### src/rtl/kernel_control_s_axi_pkg.sv
// Shared register map, CTRL bit positions and channel FSM encodings for the
// kernel control AXI4-Lite slave.
package kernel_control_s_axi_pkg;

    localparam int unsigned ADDR_CTRL     = 32'h00;
    localparam int unsigned ADDR_GIE      = 32'h04;
    localparam int unsigned ADDR_IER      = 32'h08;
    localparam int unsigned ADDR_ISR      = 32'h0C;
    localparam int unsigned ADDR_BUF_BASE = 32'h10;
    localparam int unsigned BUF_STRIDE    = 32'h0C;
    localparam int unsigned BUF_HI_OFFSET = 32'h04;
    localparam int          NUM_BUFFERS   = 10;

    localparam int CTRL_START        = 0;
    localparam int CTRL_DONE         = 1;
    localparam int CTRL_IDLE         = 2;
    localparam int CTRL_READY        = 3;
    localparam int CTRL_CONTINUE     = 4;
    localparam int CTRL_AUTO_RESTART = 7;

    typedef enum logic [1:0] {WRIDLE, WRDATA, WRRESP} wr_state_t;
    typedef enum logic       {RDIDLE, RDDATA}         rd_state_t;

    // Merge only the strobed bytes of a new word into an existing one.
    function automatic logic [31:0] apply_wstrb(input logic [31:0] old_val,
                                                 input logic [31:0] new_val,
                                                 input logic [3:0]  strb);
        logic [31:0] result;
        result = old_val;
        for (int b = 0; b < 4; b++) begin
            if (strb[b]) result[8*b +: 8] = new_val[8*b +: 8];
        end
        return result;
    endfunction

endpackage

### src/rtl/kernel_control_s_axi_status.sv
// Sticky kernel status (done/ready) and the GIE/IER/ISR interrupt block.
module kernel_control_s_axi_status
    import kernel_control_s_axi_pkg::*;
(
    input  logic       ap_clk,
    input  logic       ap_rst_n,
    input  logic       ap_done,
    input  logic       ap_ready,
    input  logic       ctrl_read,
    input  logic       gie_write,
    input  logic       ier_write,
    input  logic       isr_write,
    input  logic [1:0] wr_bits,
    output logic       done_sticky,
    output logic       ready_sticky,
    output logic       gie,
    output logic [1:0] ier,
    output logic [1:0] isr,
    output logic       interrupt
);

    logic [1:0] isr_set;

    assign isr_set   = ier & {ap_ready, ap_done};
    assign interrupt = gie & (|isr);

    // A new event wins over the clear-on-read so no completion is ever lost.
    always_ff @(posedge ap_clk or negedge ap_rst_n) begin
        if (!ap_rst_n) begin
            done_sticky  <= 1'b0;
            ready_sticky <= 1'b0;
        end else begin
            if (ap_done)        done_sticky  <= 1'b1;
            else if (ctrl_read) done_sticky  <= 1'b0;
            if (ap_ready)       ready_sticky <= 1'b1;
            else if (ctrl_read) ready_sticky <= 1'b0;
        end
    end

    always_ff @(posedge ap_clk or negedge ap_rst_n) begin
        if (!ap_rst_n) begin
            gie <= 1'b0;
            ier <= 2'b00;
        end else begin
            if (gie_write) gie <= wr_bits[0];
            if (ier_write) ier <= wr_bits;
        end
    end

    // Event set has priority over a concurrent host toggle.
    always_ff @(posedge ap_clk or negedge ap_rst_n) begin
        if (!ap_rst_n) begin
            isr <= 2'b00;
        end else begin
            for (int k = 0; k < 2; k++) begin
                if (isr_set[k])                   isr[k] <= 1'b1;
                else if (isr_write && wr_bits[k]) isr[k] <= ~isr[k];
            end
        end
    end

endmodule

### src/rtl/kernel_control_s_axi.sv
// AXI4-Lite control slave driving the kernel ap_ctrl_chain handshake and
// holding the buffer base-address arguments.
module kernel_control_s_axi
    import kernel_control_s_axi_pkg::*;
#(
    parameter int C_S_AXI_ADDR_WIDTH = 12,
    parameter int C_S_AXI_DATA_WIDTH = 32,
    parameter int BUFFER_WIDTH_BITS  = 64
) (
    input  logic                          ap_clk,
    input  logic                          ap_rst_n,
    input  logic                          s_axi_control_awvalid,
    output logic                          s_axi_control_awready,
    input  logic [C_S_AXI_ADDR_WIDTH-1:0] s_axi_control_awaddr,
    input  logic                          s_axi_control_wvalid,
    output logic                          s_axi_control_wready,
    input  logic [C_S_AXI_DATA_WIDTH-1:0] s_axi_control_wdata,
    input  logic [3:0]                    s_axi_control_wstrb,
    output logic                          s_axi_control_bvalid,
    input  logic                          s_axi_control_bready,
    output logic [1:0]                    s_axi_control_bresp,
    input  logic                          s_axi_control_arvalid,
    output logic                          s_axi_control_arready,
    input  logic [C_S_AXI_ADDR_WIDTH-1:0] s_axi_control_araddr,
    output logic                          s_axi_control_rvalid,
    input  logic                          s_axi_control_rready,
    output logic [C_S_AXI_DATA_WIDTH-1:0] s_axi_control_rdata,
    output logic [1:0]                    s_axi_control_rresp,
    output logic                          interrupt,
    output logic                          ap_start,
    output logic                          ap_continue,
    input  logic                          ap_done,
    input  logic                          ap_ready,
    input  logic                          ap_idle,
    output logic [BUFFER_WIDTH_BITS-1:0]  buffer_0,
    output logic [BUFFER_WIDTH_BITS-1:0]  buffer_1,
    output logic [BUFFER_WIDTH_BITS-1:0]  buffer_2,
    output logic [BUFFER_WIDTH_BITS-1:0]  buffer_3,
    output logic [BUFFER_WIDTH_BITS-1:0]  buffer_4,
    output logic [BUFFER_WIDTH_BITS-1:0]  buffer_5,
    output logic [BUFFER_WIDTH_BITS-1:0]  buffer_6,
    output logic [BUFFER_WIDTH_BITS-1:0]  buffer_7,
    output logic [BUFFER_WIDTH_BITS-1:0]  buffer_8,
    output logic [BUFFER_WIDTH_BITS-1:0]  buffer_9
);

    localparam int AW = C_S_AXI_ADDR_WIDTH;
    localparam logic [AW-1:0] A_CTRL = AW'(ADDR_CTRL);
    localparam logic [AW-1:0] A_GIE  = AW'(ADDR_GIE);
    localparam logic [AW-1:0] A_IER  = AW'(ADDR_IER);
    localparam logic [AW-1:0] A_ISR  = AW'(ADDR_ISR);

    function automatic logic [AW-1:0] buf_addr(input int n, input logic hi);
        return AW'(ADDR_BUF_BASE + BUF_STRIDE * n + (hi ? BUF_HI_OFFSET : 0));
    endfunction

    wr_state_t wstate, wnext;
    rd_state_t rstate, rnext;
    logic [AW-1:0] waddr;
    logic          aw_hs, w_hs, ar_hs;
    logic          wr_ctrl, wr_gie, wr_ier, wr_isr, ctrl_read;
    logic          auto_restart, done_sticky, ready_sticky, gie;
    logic [1:0]    ier, isr;
    logic [31:0]   rd_val;
    logic [NUM_BUFFERS-1:0][BUFFER_WIDTH_BITS-1:0] buf_q;

    assign aw_hs = s_axi_control_awvalid & s_axi_control_awready;
    assign w_hs  = s_axi_control_wvalid  & s_axi_control_wready;
    assign ar_hs = s_axi_control_arvalid & s_axi_control_arready;

    assign wr_ctrl   = w_hs && (waddr == A_CTRL) && s_axi_control_wstrb[0];
    assign wr_gie    = w_hs && (waddr == A_GIE)  && s_axi_control_wstrb[0];
    assign wr_ier    = w_hs && (waddr == A_IER)  && s_axi_control_wstrb[0];
    assign wr_isr    = w_hs && (waddr == A_ISR)  && s_axi_control_wstrb[0];
    assign ctrl_read = ar_hs && (s_axi_control_araddr == A_CTRL);

    assign s_axi_control_bresp = 2'b00;
    assign s_axi_control_rresp = 2'b00;

    always_ff @(posedge ap_clk or negedge ap_rst_n) begin
        if (!ap_rst_n) wstate <= WRIDLE;
        else           wstate <= wnext;
    end

    always_comb begin
        wnext = wstate;
        case (wstate)
            WRIDLE:  if (s_axi_control_awvalid) wnext = WRDATA;
            WRDATA:  if (s_axi_control_wvalid)  wnext = WRRESP;
            WRRESP:  if (s_axi_control_bready)  wnext = WRIDLE;
            default: wnext = WRIDLE;
        endcase
    end

    always_comb begin
        s_axi_control_awready = (wstate == WRIDLE);
        s_axi_control_wready  = (wstate == WRDATA);
        s_axi_control_bvalid  = (wstate == WRRESP);
    end

    always_ff @(posedge ap_clk or negedge ap_rst_n) begin
        if (!ap_rst_n) rstate <= RDIDLE;
        else           rstate <= rnext;
    end

    always_comb begin
        rnext = rstate;
        case (rstate)
            RDIDLE:  if (s_axi_control_arvalid) rnext = RDDATA;
            RDDATA:  if (s_axi_control_rready)  rnext = RDIDLE;
            default: rnext = RDIDLE;
        endcase
    end

    always_comb begin
        s_axi_control_arready = (rstate == RDIDLE);
        s_axi_control_rvalid  = (rstate == RDDATA);
    end

    always_ff @(posedge ap_clk or negedge ap_rst_n) begin
        if (!ap_rst_n)  waddr <= '0;
        else if (aw_hs) waddr <= s_axi_control_awaddr;
    end

    // A host start request wins over a same-cycle ap_ready clear.
    always_ff @(posedge ap_clk or negedge ap_rst_n) begin
        if (!ap_rst_n) begin
            ap_start     <= 1'b0;
            ap_continue  <= 1'b0;
            auto_restart <= 1'b0;
        end else begin
            if (wr_ctrl && s_axi_control_wdata[CTRL_START]) ap_start <= 1'b1;
            else if (ap_ready && !auto_restart)             ap_start <= 1'b0;
            ap_continue <= wr_ctrl && s_axi_control_wdata[CTRL_CONTINUE];
            if (wr_ctrl) auto_restart <= s_axi_control_wdata[CTRL_AUTO_RESTART];
        end
    end

    always_ff @(posedge ap_clk or negedge ap_rst_n) begin
        if (!ap_rst_n) begin
            buf_q <= '0;
        end else if (w_hs) begin
            for (int n = 0; n < NUM_BUFFERS; n++) begin
                if (waddr == buf_addr(n, 1'b0))
                    buf_q[n][31:0] <= apply_wstrb(buf_q[n][31:0], s_axi_control_wdata, s_axi_control_wstrb);
                if (waddr == buf_addr(n, 1'b1))
                    buf_q[n][63:32] <= apply_wstrb(buf_q[n][63:32], s_axi_control_wdata, s_axi_control_wstrb);
            end
        end
    end

    // Unmapped and unaligned addresses fall through to zero.
    always_comb begin
        rd_val = '0;
        if (s_axi_control_araddr == A_CTRL)
            rd_val = {24'b0, auto_restart, 2'b00, 1'b0, ready_sticky, ap_idle, done_sticky, ap_start};
        else if (s_axi_control_araddr == A_GIE) rd_val = {31'b0, gie};
        else if (s_axi_control_araddr == A_IER) rd_val = {30'b0, ier};
        else if (s_axi_control_araddr == A_ISR) rd_val = {30'b0, isr};
        for (int n = 0; n < NUM_BUFFERS; n++) begin
            if (s_axi_control_araddr == buf_addr(n, 1'b0)) rd_val = buf_q[n][31:0];
            if (s_axi_control_araddr == buf_addr(n, 1'b1)) rd_val = buf_q[n][63:32];
        end
    end

    always_ff @(posedge ap_clk or negedge ap_rst_n) begin
        if (!ap_rst_n)  s_axi_control_rdata <= '0;
        else if (ar_hs) s_axi_control_rdata <= rd_val;
    end

    kernel_control_s_axi_status u_status (
        .ap_clk       (ap_clk),
        .ap_rst_n     (ap_rst_n),
        .ap_done      (ap_done),
        .ap_ready     (ap_ready),
        .ctrl_read    (ctrl_read),
        .gie_write    (wr_gie),
        .ier_write    (wr_ier),
        .isr_write    (wr_isr),
        .wr_bits      (s_axi_control_wdata[1:0]),
        .done_sticky  (done_sticky),
        .ready_sticky (ready_sticky),
        .gie          (gie),
        .ier          (ier),
        .isr          (isr),
        .interrupt    (interrupt)
    );

    assign buffer_0 = buf_q[0];
    assign buffer_1 = buf_q[1];
    assign buffer_2 = buf_q[2];
    assign buffer_3 = buf_q[3];
    assign buffer_4 = buf_q[4];
    assign buffer_5 = buf_q[5];
    assign buffer_6 = buf_q[6];
    assign buffer_7 = buf_q[7];
    assign buffer_8 = buf_q[8];
    assign buffer_9 = buf_q[9];

endmodule

### config.mk
export PLATFORM = sky130hd
export DESIGN_NAME = kernel_control_s_axi
export DESIGN_NICKNAME = d
export VERILOG_FILES = /design/src/rtl/kernel_control_s_axi_pkg.sv /design/src/rtl/kernel_control_s_axi_status.sv /design/src/rtl/kernel_control_s_axi.sv
export SDC_FILE = /design/constraint.sdc
export NUM_CORES = 1
export LEC_CHECK = 0
export CORE_AREA = 3 3 290 292
export CTS_CLUSTER_SIZE = 30
export DETAILED_ROUTE_END_ITERATION = 8
export DIE_AREA = 0 0 293 295
export GPL_TIMING_DRIVEN = 0
export HOLD_SLACK_MARGIN = 0.02
export PLACE_DENSITY = 0.67
export SYNTH_ARGS = -nofsm -noshare
export SYNTH_HDL_FRONTEND = slang
export SYNTH_SLANG_ARGS = --single-unit
### constraint.sdc
create_clock -name ap_clk -period 4.14 [get_ports ap_clk]
set_input_delay 0.621 -clock ap_clk [delete_from_list [all_inputs] [get_ports ap_clk]]
set_output_delay 0.621 -clock ap_clk [all_outputs]
set_load 0.005 [all_outputs]
# --- After elaboration in Yosys (flattened, before gate mapping) ---
# Index checks and enable logic that the tools add are counted.
word_totals:
  ram_bits: 0
  latch_bits: 0
  ff_bits: 697
  output_inout_bits: 684
  rom_bits: 0
  wordCells: 297
  memories: 0
  input_bits: 70
op_classes:
  div: 0
  addsub: 0
  eq_ne: 51
  mux: 40
  multipliers: 0
  bitwise_logic: 8
  reduce_logical: 105
  n_lt_le_gt_ge: 0
  shifts: 0
ops:
  columns: ["op", "n"]
  rows:
  - ["$mux 32", 20]
  - ["$eq 12x7->1 const B", 22]
  - ["$reduce_and 3->1", 81]
  - ["$eq 12x6->1 const B", 10]
  - ["$eq 12x5->1 const B", 6]
  - ["$eq 12x4->1 const B", 4]
  - ["$eq 12x3->1 const B", 2]
  - ["$eq 12x8->1 const B", 2]
  - ["$logic_not 12->1", 2]
  - ["$logic_and 1x1->1", 14]
  - ["$mux 2", 6]
  - ["$mux 1", 11]
  - ["$reduce_bool 2->1", 5]
  - ["$mux 8", 1]
  - ["$pmux 2 s3", 1]
  - ["$and 1x1->1", 4]
  - ["$ne 2x2->1 const B", 2]
  - ["$not 1->1", 3]
  - ["$and 2x2->2", 1]
  - ["$eq 2x1->1 const B", 1]
  - ["$eq 2x2->1 const B", 1]
  - ["$logic_not 2->1", 1]
  - ["$ne 2x1->1 const B", 1]
  - ["$pmux 1 s2", 1]
  - ["other kinds (2)", 2]

# --- Logic depth before layout (Yosys ltp) ---
logic_depth:
  word_depth: 25
  mapped_depth: 11
  depth_no_buf: 7

# --- Modules after synthesis ---
# A second synthesis with hierarchy kept.
hier_totals:
  cells_unflattened: 2595
  area_unflattened_um2: 32308.5
modules_own_cells:
  columns: ["module", "area_per_inst_um2", "cells_each", "n_inst"]
  rows:
  - ["kernel_control_s_axi", 32014.5, 2573, 1]
  - ["kernel_control_s_axi_status", 294.0, 22, 1]

# --- Least setup slack after synthesis ---
# OpenSTA, ideal clock, no wires.
synth_timing:
  path_kind: "in2reg"
  start: "input s_axi_control_araddr[4]"
  end: "register s_axi_control_rdata[17]"
  stages: 10
  path_slack_ps: 1471
  n_path_buf: 3
  t_required_ps: 4012
  t_arrival_ps: 2541
  path_cell_list: "buf_2 -> or4b_1 -> or3_1 -> buf_2 -> buf_6 -> o22ai_1 -> nor2_1 -> a221oi_2 -> nor3_1 -> a2bb2oi_1"
synth_via:
  elab_chain_cells: 21
  elab_cells_between_ends: 40
  cone_classes: "eq/ne: 20; mux: 20"
synth_rtl:
  columns: ["item", "line", "text"]
  rows:
  - ["from (decl)", "kernel_control_s_axi.sv:24", "input logic [C_S_AXI_ADDR_WIDTH-1:0] s_axi_control_araddr,"]
  - ["$eq 12x5->1", "kernel_control_s_axi.sv:161", "if (s_axi_control_araddr == buf_addr(n, 1'b0)) rd_val = buf_q[n][31:0];"]
  - ["$mux 32", "kernel_control_s_axi.sv:161", null]
  - ["$mux 32", "kernel_control_s_axi.sv:162", "if (s_axi_control_araddr == buf_addr(n, 1'b1)) rd_val = buf_q[n][63:32];"]
  - ["$mux 32", "kernel_control_s_axi.sv:161", null]
  - ["$mux 32", "kernel_control_s_axi.sv:162", null]
  - ["$mux 32", "kernel_control_s_axi.sv:161", null]
  - ["$mux 32", "kernel_control_s_axi.sv:162", null]
  - ["$mux 32", "kernel_control_s_axi.sv:161", null]
  - ["[... 5 more ...]", null, null]
  - ["$mux 32", "kernel_control_s_axi.sv:161", null]
  - ["$mux 32", "kernel_control_s_axi.sv:162", null]
  - ["$mux 32", "kernel_control_s_axi.sv:161", null]
  - ["$mux 32", "kernel_control_s_axi.sv:162", null]
  - ["$mux 32", "kernel_control_s_axi.sv:161", null]
  - ["$mux 32", "kernel_control_s_axi.sv:162", null]
  - ["$mux 32", "kernel_control_s_axi.sv:161", null]
  - ["$mux 32 *", "kernel_control_s_axi.sv:162", null]
  - ["to (signal assigned)", "kernel_control_s_axi.sv:168", "else if (ar_hs) s_axi_control_rdata <= rd_val;"]
  - ["to (decl)", "kernel_control_s_axi.sv:27", "output logic [C_S_AXI_DATA_WIDTH-1:0] s_axi_control_rdata,"]
# Mark *: on every way between the ends. The rest lies on a longest branch, timed or not.
# A chain may end at the register's enable or synchronous reset.

# --- Worst setup path in the final report ---
layout_timing:
  start: "input s_axi_control_araddr[9]"
  end: "register s_axi_control_rdata[6]"
# The elaborated chain is that of the path after synthesis.

==> results.toml <==
[synthesis]
syn_inst = 2477
synth_xor_area_share_pct = 0
ys_warn_count = 0
synth_adder_area_share_pct = 0
synth_edf_count = 0
ys_ff_latch = 697
synthesis.area_um2 = 31600
async_flop_share_pct = 100
synth_ff_type = "dfrtp_1"
synth.avg_cell_area_um2 = 12.7
synth-simple-area-share_pct = 8.05
synth_compound_area_share_pct = 10.5
ys_seq_area_share_pct = 55.2
synth_mux_area_share_pct = 23.7
synth_cell_types = 78
synth_top_family_by_area = "multiplexers"

[finish]
drive_above_1_share_pct = 27.9
layout_common_cells = "clkdlybuf4s50_1 (720), dfrtp_1 (697), mux2_2 (656)"
nets = 3367
areaGrowthSynthToFinish_pct = 37.0
layout_commonest_cell = "clkdlybuf4s50_1"
stdcell_count = 4442
design_area_um2 = 43300

[placement]
placed_cells = 4279
gp_congestion = 1.00
hpwl_um = 131000
portBuffers = 721
dpl_cell_area_um2 = 40300
pre_cts_ws_ps = -1350

[sta]
worst_slack_ps = 23.4
drv_slew = 0
holdWs_ps = 23.1
timing.slew.headroom_pct = 4.02
tightest_slew_ps = 1430
fmax_mhz = 243
setup_tns_ps = 0
clock_skew_ps = 29.3
finalHoldViolCount = 0
finalSetupViolations = 0
layout_min_cycle_time_ps = 4120
rsz0062_at_grt = "no"
post-route-period-util_pct = 99.4

[power]
power.leakage_uw = 0.0194
peakVddDrop_mv = 0.348
power_density_nw_per_um2 = 369

[setup_path]
slowest_stage = "nor4_2"
critPathLaunchType = "input port"
path_cells = "clkdlybuf4s50_1 > nor4_2 > buf_2 > nand3_1 > clkbuf_1 > o22ai_1 > o21ai_0 > a31oi_1 > o21ai_1"
critPathCaptureType = "register"
path_buf_inv = 3
slowest_delay_ps = 840
cp.required_ps = 4620
crit_arrival_ps = 4600
path_delay_family = "simple AND/OR/NAND/NOR gates"
critPathKind = "in2reg"
critPathMaxFanout = 10

[clock_network]
clock_insertion_delay_worst_skew_ps = 630
clk_path_buf_depth = 3
clk_pin_slew_ps = 60
clock-sinks = 697
cts_tree = "built"
root_buffer = "clkbuf_16"
cts-htree-levels = 3
cts-buffers-inserted = 81

[drt]
drtAntennaViolNets = 0
routed_wl_um = 167000
drcViolationCount = 0
drt_iter0_drc = 3546
m1WireLength_um = 65700
firstDrtPassIters = 8
met2_length_um = 74200
met3_length_um = 19000
wl_per_cell_um = 37.6
vias = 27700
vias_per_cell = 6.25
top_layer = "met5"

[floorplanning]
die_h_um = 295
ios = 754
dieArea_um2 = 86400
initial_core_util_pct = 38.6
core_um2 = 81800
die_w_um = 293
placementRows = 105

[flow_run]
maxCapViolCount = 0

[global_route]
grt_start_max_net_pins = 114
grt_pass1_wl_um = 225000
grt_pass1_vias = 26300
antenna_found_initial = 13
grt_use_total_pct = 37.4
grt_overflow = 0

[worst_hold_path]
min_path_type = "in2async"

[outcome]
outcome = "finished clean"
## logic make-up (layout without fill, tap and decap cells)
| logic type | after synthesis | in the layout |
|---|---|---|
| AO/OA/AOI/OAI | 481 | 481 |
| buffers and inverters | 181 | 1059 |
| flip-flops | 697 | 697 |
| multiplexers | 667 | 667 |
| other | 1 | 18 |
| AND/OR/NAND/NOR | 450 | 450 |
## flip-flops by register name, summed over array words and instances (netlist names), 12 cells and up
| register | count |
|---|---|
| buffer_8 | 64 |
| buffer_9 | 64 |
| buffer_3 | 64 |
| waddr | 12 |
| s_axi_control_rdata | 32 |
| buffer_7 | 64 |
| buffer_4 | 64 |
| buffer_6 | 64 |
| buffer_0 | 64 |
| buffer_1 | 64 |
| buffer_2 | 64 |
| buffer_5 | 64 |
## per-layer routing
layer,up-vias,track usage [%]
met5,-,0
met4,4,15.8
met3,406,11.6
met2,1873,57.0
met1,14500,49.7
li1,11000,-
## cell usage after synthesis (6+ instances only)
cell type  count  share of area, %
a2111oi_0      7              0.19
a211oi_1       6              0.14
a21oi_1       69               1.1
a221oi_1      21              0.58
a222oi_1      13              0.41
a22o_1        15              0.42
a22oi_1      111               2.6
a31oi_1       14              0.28
and2_1         6              0.12
and3_1         9              0.18
buf_1          9              0.11
buf_2         35              0.55
buf_4          7              0.17
clkbuf_1     116               1.4
dfrtp_1      697                55
inv_1         10              0.12
mux2_2       656                23
mux2i_1        9              0.29
nand2_1       80              0.95
nand2b_1       8              0.16
nand3_1       43              0.68
nand4_1       22              0.44
nor2_1       112               1.3
nor2_2        46              0.91
nor2_4         8              0.29
nor3_1        28              0.44
nor3_2        11              0.35
nor4_1         7              0.14
o211ai_1      13              0.31
o21ai_0       48              0.76
o21ai_1       12              0.19
o22a_1        12              0.33
o22ai_1       94               1.9
o31ai_1       10              0.24
or3_1         20              0.40
or4_1          6              0.14
## stage by stage
step / total power, µW / utilization (%)
final: 16000 / 52.9
after global routing: 16300 / 52.8
after CTS: 16000 / 52.8
after detailed placement: 8270 / 49.3
after global placement: 8260 / 49.0
after floorplan: 7570 / -
## what timing repair did
action	CTS	global route
setup endpoints to repair	19	19
setup buffers	0	4
pin swaps	0	2
gates resized for setup	5	9
hold buffers	0	0
## report_power, final
group          internal [µW]  switching, µW
Clock                   4740           3060
Combinational            370            721
Sequential              6930            155
## worst paths after layout
check / start / to / slack, ps / cells past startpoint
max: s_axi_control_araddr[9] / s_axi_control_rdata[6] / 20 / 9
min: ap_rst_n / buffer_8[44] / 20 / 1
max reg2reg: wstate[0] / buffer_3[30] / 240 / 6
min reg2reg: wstate[1] / wstate[0] / 470 / 1
max in group asynchronous: ap_rst_n / buffer_0[0] / 2100 / 4
min in group ap_clk: wstate[1] / wstate[0] / 470 / 1
## worst register-to-register path, cell delays in order, from the launching register on
cell      delay, ps
dfrtp_1         400
nor2b_1         200
and2_1          150
clkbuf_1        690
nand2_1         700
nor2_1         1210
mux2_2          430
## cell type report
cell class | instances | area [µm²]
fillers | 7149 | 38600
flip-flops and latches | 697 | 17400
multi-input cells | 1602 | 13400
repair buffers | 734 | 7440
clock buffers | 109 | 2280
well taps | 1070 | 1340
plain buffers | 170 | 737
clock inverters | 35 | 554
inverters | 11 | 41.3
diodes | 14 | 35.0
(Power assumes the default switching activity.)
